## src/rtl/sram_req_arb_pkg.sv

```systemverilog
// rtl/sram_req_arb_pkg.sv - shared encodings for the SRAM-like request arbiter
//
// Purpose: source IDs carried through the order FIFO, arbiter FSM state
// encoding and the packed request payload shared with the AXI bridge.
// Ports: none (package).

package sram_req_arb_pkg;

  localparam logic SRC_INST = 1'b0;
  localparam logic SRC_DATA = 1'b1;

  typedef enum logic [1:0] {
    ARB_IDLE   = 2'd0,
    ARB_HOLD_I = 2'd1,
    ARB_HOLD_D = 2'd2
  } arb_state_e;

  // Field order matches the {wr, size, addr, wstrb, wdata} port grouping.
  typedef struct packed {
    logic        wr;
    logic [1:0]  size;
    logic [31:0] addr;
    logic [3:0]  wstrb;
    logic [31:0] wdata;
  } sram_req_t;

endpackage

```

## src/rtl/sram_order_fifo.sv

```systemverilog
// rtl/sram_order_fifo.sv - order FIFO recording which requester owns each outstanding beat
//
// Purpose: small circular FIFO; simultaneous push and pop keeps count and
// advances both pointers, which wrap modulo DEPTH (DEPTH is a power of two).
// Ports:
//   aclk, areset        clock, synchronous active-high reset (empties FIFO)
//   push, push_data     write one entry (ignored when full)
//   pop, pop_data       consume head entry (ignored when empty); pop_data is the head
//   full, empty, count  occupancy status

module sram_order_fifo #(
  parameter int DEPTH = 4,
  parameter int W     = 1
) (
  input  logic                     aclk,
  input  logic                     areset,
  input  logic                     push,
  input  logic [W-1:0]             push_data,
  input  logic                     pop,
  output logic [W-1:0]             pop_data,
  output logic                     full,
  output logic                     empty,
  output logic [$clog2(DEPTH):0]   count
);

  localparam int AW = $clog2(DEPTH);

  logic [W-1:0]  mem_q [DEPTH];
  logic [W-1:0]  mem_d [DEPTH];
  logic [AW-1:0] wr_ptr_q, wr_ptr_d;
  logic [AW-1:0] rd_ptr_q, rd_ptr_d;
  logic [AW:0]   cnt_q, cnt_d;
  logic          push_ok, pop_ok;

  assign full     = (cnt_q == (AW+1)'(DEPTH));
  assign empty    = (cnt_q == '0);
  assign count    = cnt_q;
  assign pop_data = mem_q[rd_ptr_q];
  assign push_ok  = push & ~full;
  assign pop_ok   = pop & ~empty;

  always_comb begin
    mem_d    = mem_q;
    wr_ptr_d = wr_ptr_q;
    rd_ptr_d = rd_ptr_q;
    if (push_ok) begin
      mem_d[wr_ptr_q] = push_data;
      wr_ptr_d        = wr_ptr_q + 1'b1;
    end
    if (pop_ok) begin
      rd_ptr_d = rd_ptr_q + 1'b1;
    end
    cnt_d = cnt_q + (AW+1)'(push_ok) - (AW+1)'(pop_ok);
  end

  always_ff @(posedge aclk) begin
    if (areset) begin
      mem_q    <= '{default: '0};
      wr_ptr_q <= '0;
      rd_ptr_q <= '0;
      cnt_q    <= '0;
    end else begin
      mem_q    <= mem_d;
      wr_ptr_q <= wr_ptr_d;
      rd_ptr_q <= rd_ptr_d;
      cnt_q    <= cnt_d;
    end
  end

endmodule

```

## src/rtl/sram_req_arb.sv

```systemverilog
// rtl/sram_req_arb.sv - arbitrates inst and data SRAM-like requests onto one downstream port
//
// Purpose: grants one requester per cycle (data preferred unless inst has
// been starved STARVE_MAX times), holds the granted payload until accepted,
// and routes in-order responses back using an order FIFO.
// Ports:
//   aclk, areset                       clock, synchronous active-high reset
//   inst_* / data_*                    requester request inputs, addr_ok/data_ok/rdata outputs
//   m_req, m_wr .. m_wdata             downstream request (combinational in grant cycle)
//   m_addr_ok, m_data_ok, m_rdata      downstream handshake and in-order response
//   err_unexpected                     sticky: response beat seen with nothing outstanding

module sram_req_arb
  import sram_req_arb_pkg::*;
#(
  parameter int DEPTH      = 4,
  parameter int STARVE_MAX = 4
) (
  input  logic        aclk,
  input  logic        areset,
  input  logic        inst_req,
  input  logic        inst_wr,
  input  logic [1:0]  inst_size,
  input  logic [31:0] inst_addr,
  input  logic [3:0]  inst_wstrb,
  input  logic [31:0] inst_wdata,
  output logic        inst_addr_ok,
  output logic        inst_data_ok,
  output logic [31:0] inst_rdata,
  input  logic        data_req,
  input  logic        data_wr,
  input  logic [1:0]  data_size,
  input  logic [31:0] data_addr,
  input  logic [3:0]  data_wstrb,
  input  logic [31:0] data_wdata,
  output logic        data_addr_ok,
  output logic        data_data_ok,
  output logic [31:0] data_rdata,
  output logic        m_req,
  output logic        m_wr,
  output logic [1:0]  m_size,
  output logic [31:0] m_addr,
  output logic [3:0]  m_wstrb,
  output logic [31:0] m_wdata,
  input  logic        m_addr_ok,
  input  logic        m_data_ok,
  input  logic [31:0] m_rdata,
  output logic        err_unexpected
);

  localparam int CW = $clog2(DEPTH) + 1;
  localparam int SW = $clog2(STARVE_MAX + 1);

  arb_state_e      state_q, state_d;
  sram_req_t       hold_q, hold_d;
  logic [SW-1:0]   starve_q, starve_d;
  logic            err_q, err_d;

  sram_req_t       inst_pl, data_pl, grant_pl;
  logic            grant_v, grant_src, accept, beat_ok, head_ok;
  logic            fifo_full, fifo_empty, head_src;
  logic [CW-1:0]   fifo_count;

  assign inst_pl = {inst_wr, inst_size, inst_addr, inst_wstrb, inst_wdata};
  assign data_pl = {data_wr, data_size, data_addr, data_wstrb, data_wdata};

  // State register
  always_ff @(posedge aclk) begin
    if (areset) begin
      state_q  <= ARB_IDLE;
      hold_q   <= '0;
      starve_q <= '0;
      err_q    <= 1'b0;
    end else begin
      state_q  <= state_d;
      hold_q   <= hold_d;
      starve_q <= starve_d;
      err_q    <= err_d;
    end
  end

  // Next-state logic
  always_comb begin
    state_d  = state_q;
    hold_d   = hold_q;
    starve_d = starve_q;
    err_d    = err_q | (m_data_ok & fifo_empty);
    case (state_q)
      ARB_IDLE: begin
        if (grant_v && !m_addr_ok) begin
          state_d = (grant_src == SRC_INST) ? ARB_HOLD_I : ARB_HOLD_D;
          hold_d  = grant_pl;
        end
      end
      ARB_HOLD_I, ARB_HOLD_D: begin
        if (m_addr_ok) state_d = ARB_IDLE;
      end
      default: state_d = ARB_IDLE;
    endcase
    if (inst_addr_ok) begin
      starve_d = '0;
    end else if (data_addr_ok && inst_req && (starve_q < SW'(STARVE_MAX))) begin
      starve_d = starve_q + 1'b1;
    end
  end

  // Output logic; everything is forced low while areset is high
  always_comb begin
    grant_v   = 1'b0;
    grant_src = SRC_INST;
    grant_pl  = '0;
    case (state_q)
      ARB_IDLE: begin
        // A pop in this cycle does not free a slot until the next one.
        if (!fifo_full) begin
          if (data_req && (starve_q < SW'(STARVE_MAX))) begin
            grant_v = 1'b1; grant_src = SRC_DATA; grant_pl = data_pl;
          end else if (inst_req) begin
            grant_v = 1'b1; grant_src = SRC_INST; grant_pl = inst_pl;
          end else if (data_req) begin
            grant_v = 1'b1; grant_src = SRC_DATA; grant_pl = data_pl;
          end
        end
      end
      ARB_HOLD_I: begin
        grant_v = 1'b1; grant_src = SRC_INST; grant_pl = hold_q;
      end
      ARB_HOLD_D: begin
        grant_v = 1'b1; grant_src = SRC_DATA; grant_pl = hold_q;
      end
      default: grant_v = 1'b0;
    endcase
    if (areset) begin
      grant_v  = 1'b0;
      grant_pl = '0;
    end
    accept       = grant_v & m_addr_ok;
    inst_addr_ok = accept & (grant_src == SRC_INST);
    data_addr_ok = accept & (grant_src == SRC_DATA);
    head_ok      = ~areset & ~fifo_empty;
    beat_ok      = head_ok & m_data_ok;
    inst_data_ok = beat_ok & (head_src == SRC_INST);
    data_data_ok = beat_ok & (head_src == SRC_DATA);
    inst_rdata   = (head_ok && head_src == SRC_INST) ? m_rdata : '0;
    data_rdata   = (head_ok && head_src == SRC_DATA) ? m_rdata : '0;
    m_req        = grant_v;
    {m_wr, m_size, m_addr, m_wstrb, m_wdata} = grant_pl;
  end

  assign err_unexpected = err_q;

  sram_order_fifo #(.DEPTH(DEPTH), .W(1)) u_order_fifo (
    .aclk      (aclk),
    .areset    (areset),
    .push      (accept),
    .push_data (grant_src),
    .pop       (beat_ok),
    .pop_data  (head_src),
    .full      (fifo_full),
    .empty     (fifo_empty),
    .count     (fifo_count)
  );

  a_full_matches_count: assert property (@(posedge aclk) disable iff (areset)
    fifo_full == (fifo_count == CW'(DEPTH)));

endmodule

```

## config.mk

```make
export PLATFORM = sky130hd
export DESIGN_NAME = sram_req_arb
export DESIGN_NICKNAME = d
export VERILOG_FILES = /design/src/rtl/sram_req_arb_pkg.sv /design/src/rtl/sram_order_fifo.sv /design/src/rtl/sram_req_arb.sv
export SDC_FILE = /design/constraint.sdc
export NUM_CORES = 1
export LEC_CHECK = 0
export BUFFER_PORTS_ARGS = -buffer_cell sky130_fd_sc_hd__clkbuf_2
export CORE_AREA = 2 2 125 127
export DETAILED_ROUTE_END_ITERATION = 10
export DIE_AREA = 0 0 127 129
export HOLD_SLACK_MARGIN = 0.03
export PLACE_DENSITY = 0.66
export SYNTH_ARGS = -nofsm -noshare
export SYNTH_HDL_FRONTEND = slang
export SYNTH_HIERARCHICAL = 1
export SYNTH_SLANG_ARGS = --single-unit
```

## constraint.sdc

```tcl
create_clock -name aclk -period 3.4 [get_ports aclk]
set_clock_uncertainty 0.1 [all_clocks]
set_input_delay 0.17 -clock aclk [delete_from_list [all_inputs] [get_ports aclk]]
set_output_delay 0.17 -clock aclk [all_outputs]
set_load 0.1 [all_outputs]
```

==> flow_summary.toml <==
[route]
final_wl_um = 18000
drc = 0
route.vias.total = 5922
detailedRoute.firstPassIterationCount = 4
via_per_inst = 5.48
number_of_routed_nets_with_antenna_violations = 0
drt_iter0_drc = 393
post_drt_wl_per_cell_um = 16.7

[place]
rd_place_congestion = 0.822
hpwlAfterDp_um = 12500
pre_cts_ws_ns = 0.304
postPlaceCellArea_um2 = 6910
placement.io_buffers = 320

[pwr]
switching_power_w = 0.00320
seq_power_share_pct = 23.6
internal_power_w = 0.00272
totalPowerFinal_w = 0.00592
comb_power_share_pct = 58.8
peakVddDrop_mv = 0.448
clockPowerShare_pct = 17.6
power_per_standard_cell_area_nw_per_um2 = 818
power.static_leakage_nw = 3.70
power_switching_share_pct = 54.1

[floorplan]
io-pin-count = 321
die_width_um = 127
core_region_area_um2 = 15000
floorplan.initialDensity_pct = 34.2
chipHeight_um = 129
rows = 45
fp.dieArea_um2 = 16400

[worst_setup_path]
crit_arrival_ns = 2.90
cpPeakStageDelay_ns = 0.55
worst-setup-path-type = "reg -> out"
crit_path_top_delay_cell = "and3b_4"
critical_path.startpoint_type = "register"
timing.critical_path.required_ns = 3.13
crit_chain = "or3b_4 -> inv_1 -> and3b_4 -> buf_12 -> a32oi_1 -> a21oi_1 -> clkbuf_2"
setup.worst_path.end_class = "output pin"
cp_max_fo = 48

[final_layout]
layout_commonest_cell = "clkbuf_2"
finish.net_count = 1078
layout_common_cells = "clkbuf_2, dfxtp_1, nand3_1"
layout-drive-gt1-share_pct = 41.1
filler_cell_count = 1511
area_delta_synth_final_pct = 41.6
antennaDiodeCount = 0
stdcell_area_um2 = 7240

[hold_path]
min_path_type = "in -> reg"

[grt]
antenna_found_initial = 2
grt_first_pass_wirelength_um = 27400
grt-ovfl-total = 0
grt_pass1_vias = 5459
pin_count_of_the_biggest_net_entering_global_routing = 76
grt.total_usage_pct = 20.7

[sta]
hold_violations = 0
slew_headroom_pct = 40.6
grt_setup_unrepaired = "no"
max_clock_freq_mhz = 315
timing_max_transition_violations_final = 0
post-route-period-util_pct = 93.2
worst_slack_ns = 0.230
setup_viol = 0
finalHoldWorstSlack_ns = 0.109
fin_tns_setup_ns = 0
tightestPinTransition_ns = 0.891
layout_min_cycle_time_ns = 3.17

[synthesis]
postSynthRegisterBits = 88
async_flop_share_pct = 0
synth.yosys.seq_area_share_pct = 34.4
synth_fp_nets = 800
synth_ff_type = "dfxtp_1"
synth.distinct_cells = 40
synth.cell_area_um2 = 5110
synthesis.area_per_instance_um2 = 8.40
count_of_flip_flops_with_a_built_in_enable_after_synthesis = 0
syn_inst = 609
yosys_warnings = 6

[clock_tree]
cts_num_sinks = 88
ctsLongestPathBuffers = 2
cts_htree_levels = 3
clockRootBuffer = "clkbuf_16"
clk-insertion-delay-late_ns = 0.34
cts_buffers = 9
post_cts_buffers = 0
clk_pin_slew_worst_paths_ns = 0.06
cts_tree = "built"

[run_status]
status = "finished clean"

[job]
timing.max_cap.violations = 0
## Yosys cell counts (2+ instances only)
cell type,number,area [um^2]
a21oi_1,77,385
a32o_1,2,20.0
a32oi_1,71,622
and2_1,66,413
and3b_1,2,17.5
buf_2,7,35.0
clkbuf_1,62,233
dfxtp_1,88,1760
ha_1,10,125
inv_1,13,48.8
mux2i_1,4,40.0
nand2_1,3,11.3
nand2b_1,8,50.1
nand3_1,76,380
nor2_1,14,52.6
nor2b_1,3,18.8
nor3_1,3,15.0
nor3b_1,2,15.0
o21bai_1,2,15.0
o22a_1,71,622
o31ai_1,4,30.0
or3_1,2,12.5
xnor2_1,2,17.5
## power by group through the flow
stage	clock network [W]	logic, W	registers [W]
CTS	0.00108	0.00349	0.00140
global placement	0	0.00347	0.00141
floorplan	0	0.00281	0.00141
detailed placement	0	0.00348	0.00142
finish	0.00104	0.00348	0.00140
global route	0.00112	0.00366	0.00142
## layer usage
metal	track usage [%]	part of all wire, %	wire (um)	up-vias
li1	-	-	-	2890
met1	25.8	44	7860	2794
met2	34.3	48	8630	218
met3	5.90	7.3	1320	16
met4	7.11	0.95	172	4
met5	0	0.15	27	-
## worst max-delay path: cells and delay by family (launching register included)
family / cells / cell delay (ns)
compound gates: 2 / 0.49
flops: 1 / 0.34
buf+inv: 3 / 0.88
simple gates: 2 / 0.84
## kinds of logic (layout without fill, tap and decap cells)
group,count (synthesis),count (layout),share of synthesized area [%]
adder cells (fa/ha/maj),11,11,2.84
AO/OA/AOI/OAI,232,232,33.9
flip-flops,88,88,34.4
multiplexers,6,6,1.52
AND/OR/NAND/NOR,186,186,20.4
XOR/XNOR,3,3,0.514
buffers and inverters,83,366,6.41
## through the flow
step,utilization [%],instances
final,48.4,1080
after global placement,46.1,1063
after floorplan,-,609
after detailed placement,46.1,1063
after CTS,48.3,1080
after global routing,48.4,1080
## layout make-up
type	instances	area (um^2)	area share, %
repair buffers	337	1810	24.9
clock buffers	14	284	3.92
multi-input cells	438	3070	42.4
flip-flops and latches	88	1760	24.3
clock inverters	2	35.0	0.484
well taps	188	235	3.25
inverters	13	48.8	0.674
## path summary, 6_finish.rpt
path                         startpoint                       end  slack [ns]  depth (start not counted)
setup / recovery  u_order_fifo/count[2]               m_wdata[24]        0.23                          7
hold / removal                   areset  u_order_fifo/wr_ptr_q[1]        0.11                          2
setup reg to reg  u_order_fifo/count[2]     u_order_fifo/count[2]        0.37                         15
hold reg to reg   u_order_fifo/mem_q[1]     u_order_fifo/mem_q[1]        0.38                          2
## sequential cells by signal, summed over array words and instances (netlist names)
register               flops
hold_q                    71
u_order_fifo/mem_q         4
starve_q                   3
u_order_fifo/count         3
state_q                    2
u_order_fifo/rd_ptr_q      2
u_order_fifo/wr_ptr_q      2
err_unexpected             1
## timing repair
item,CTS,global route
hold endpoints to repair,1,0
resized for setup,0,3
hold buffers,1,0
setup endpoints to repair,0,40
Power figures use the tool's default switching activity.
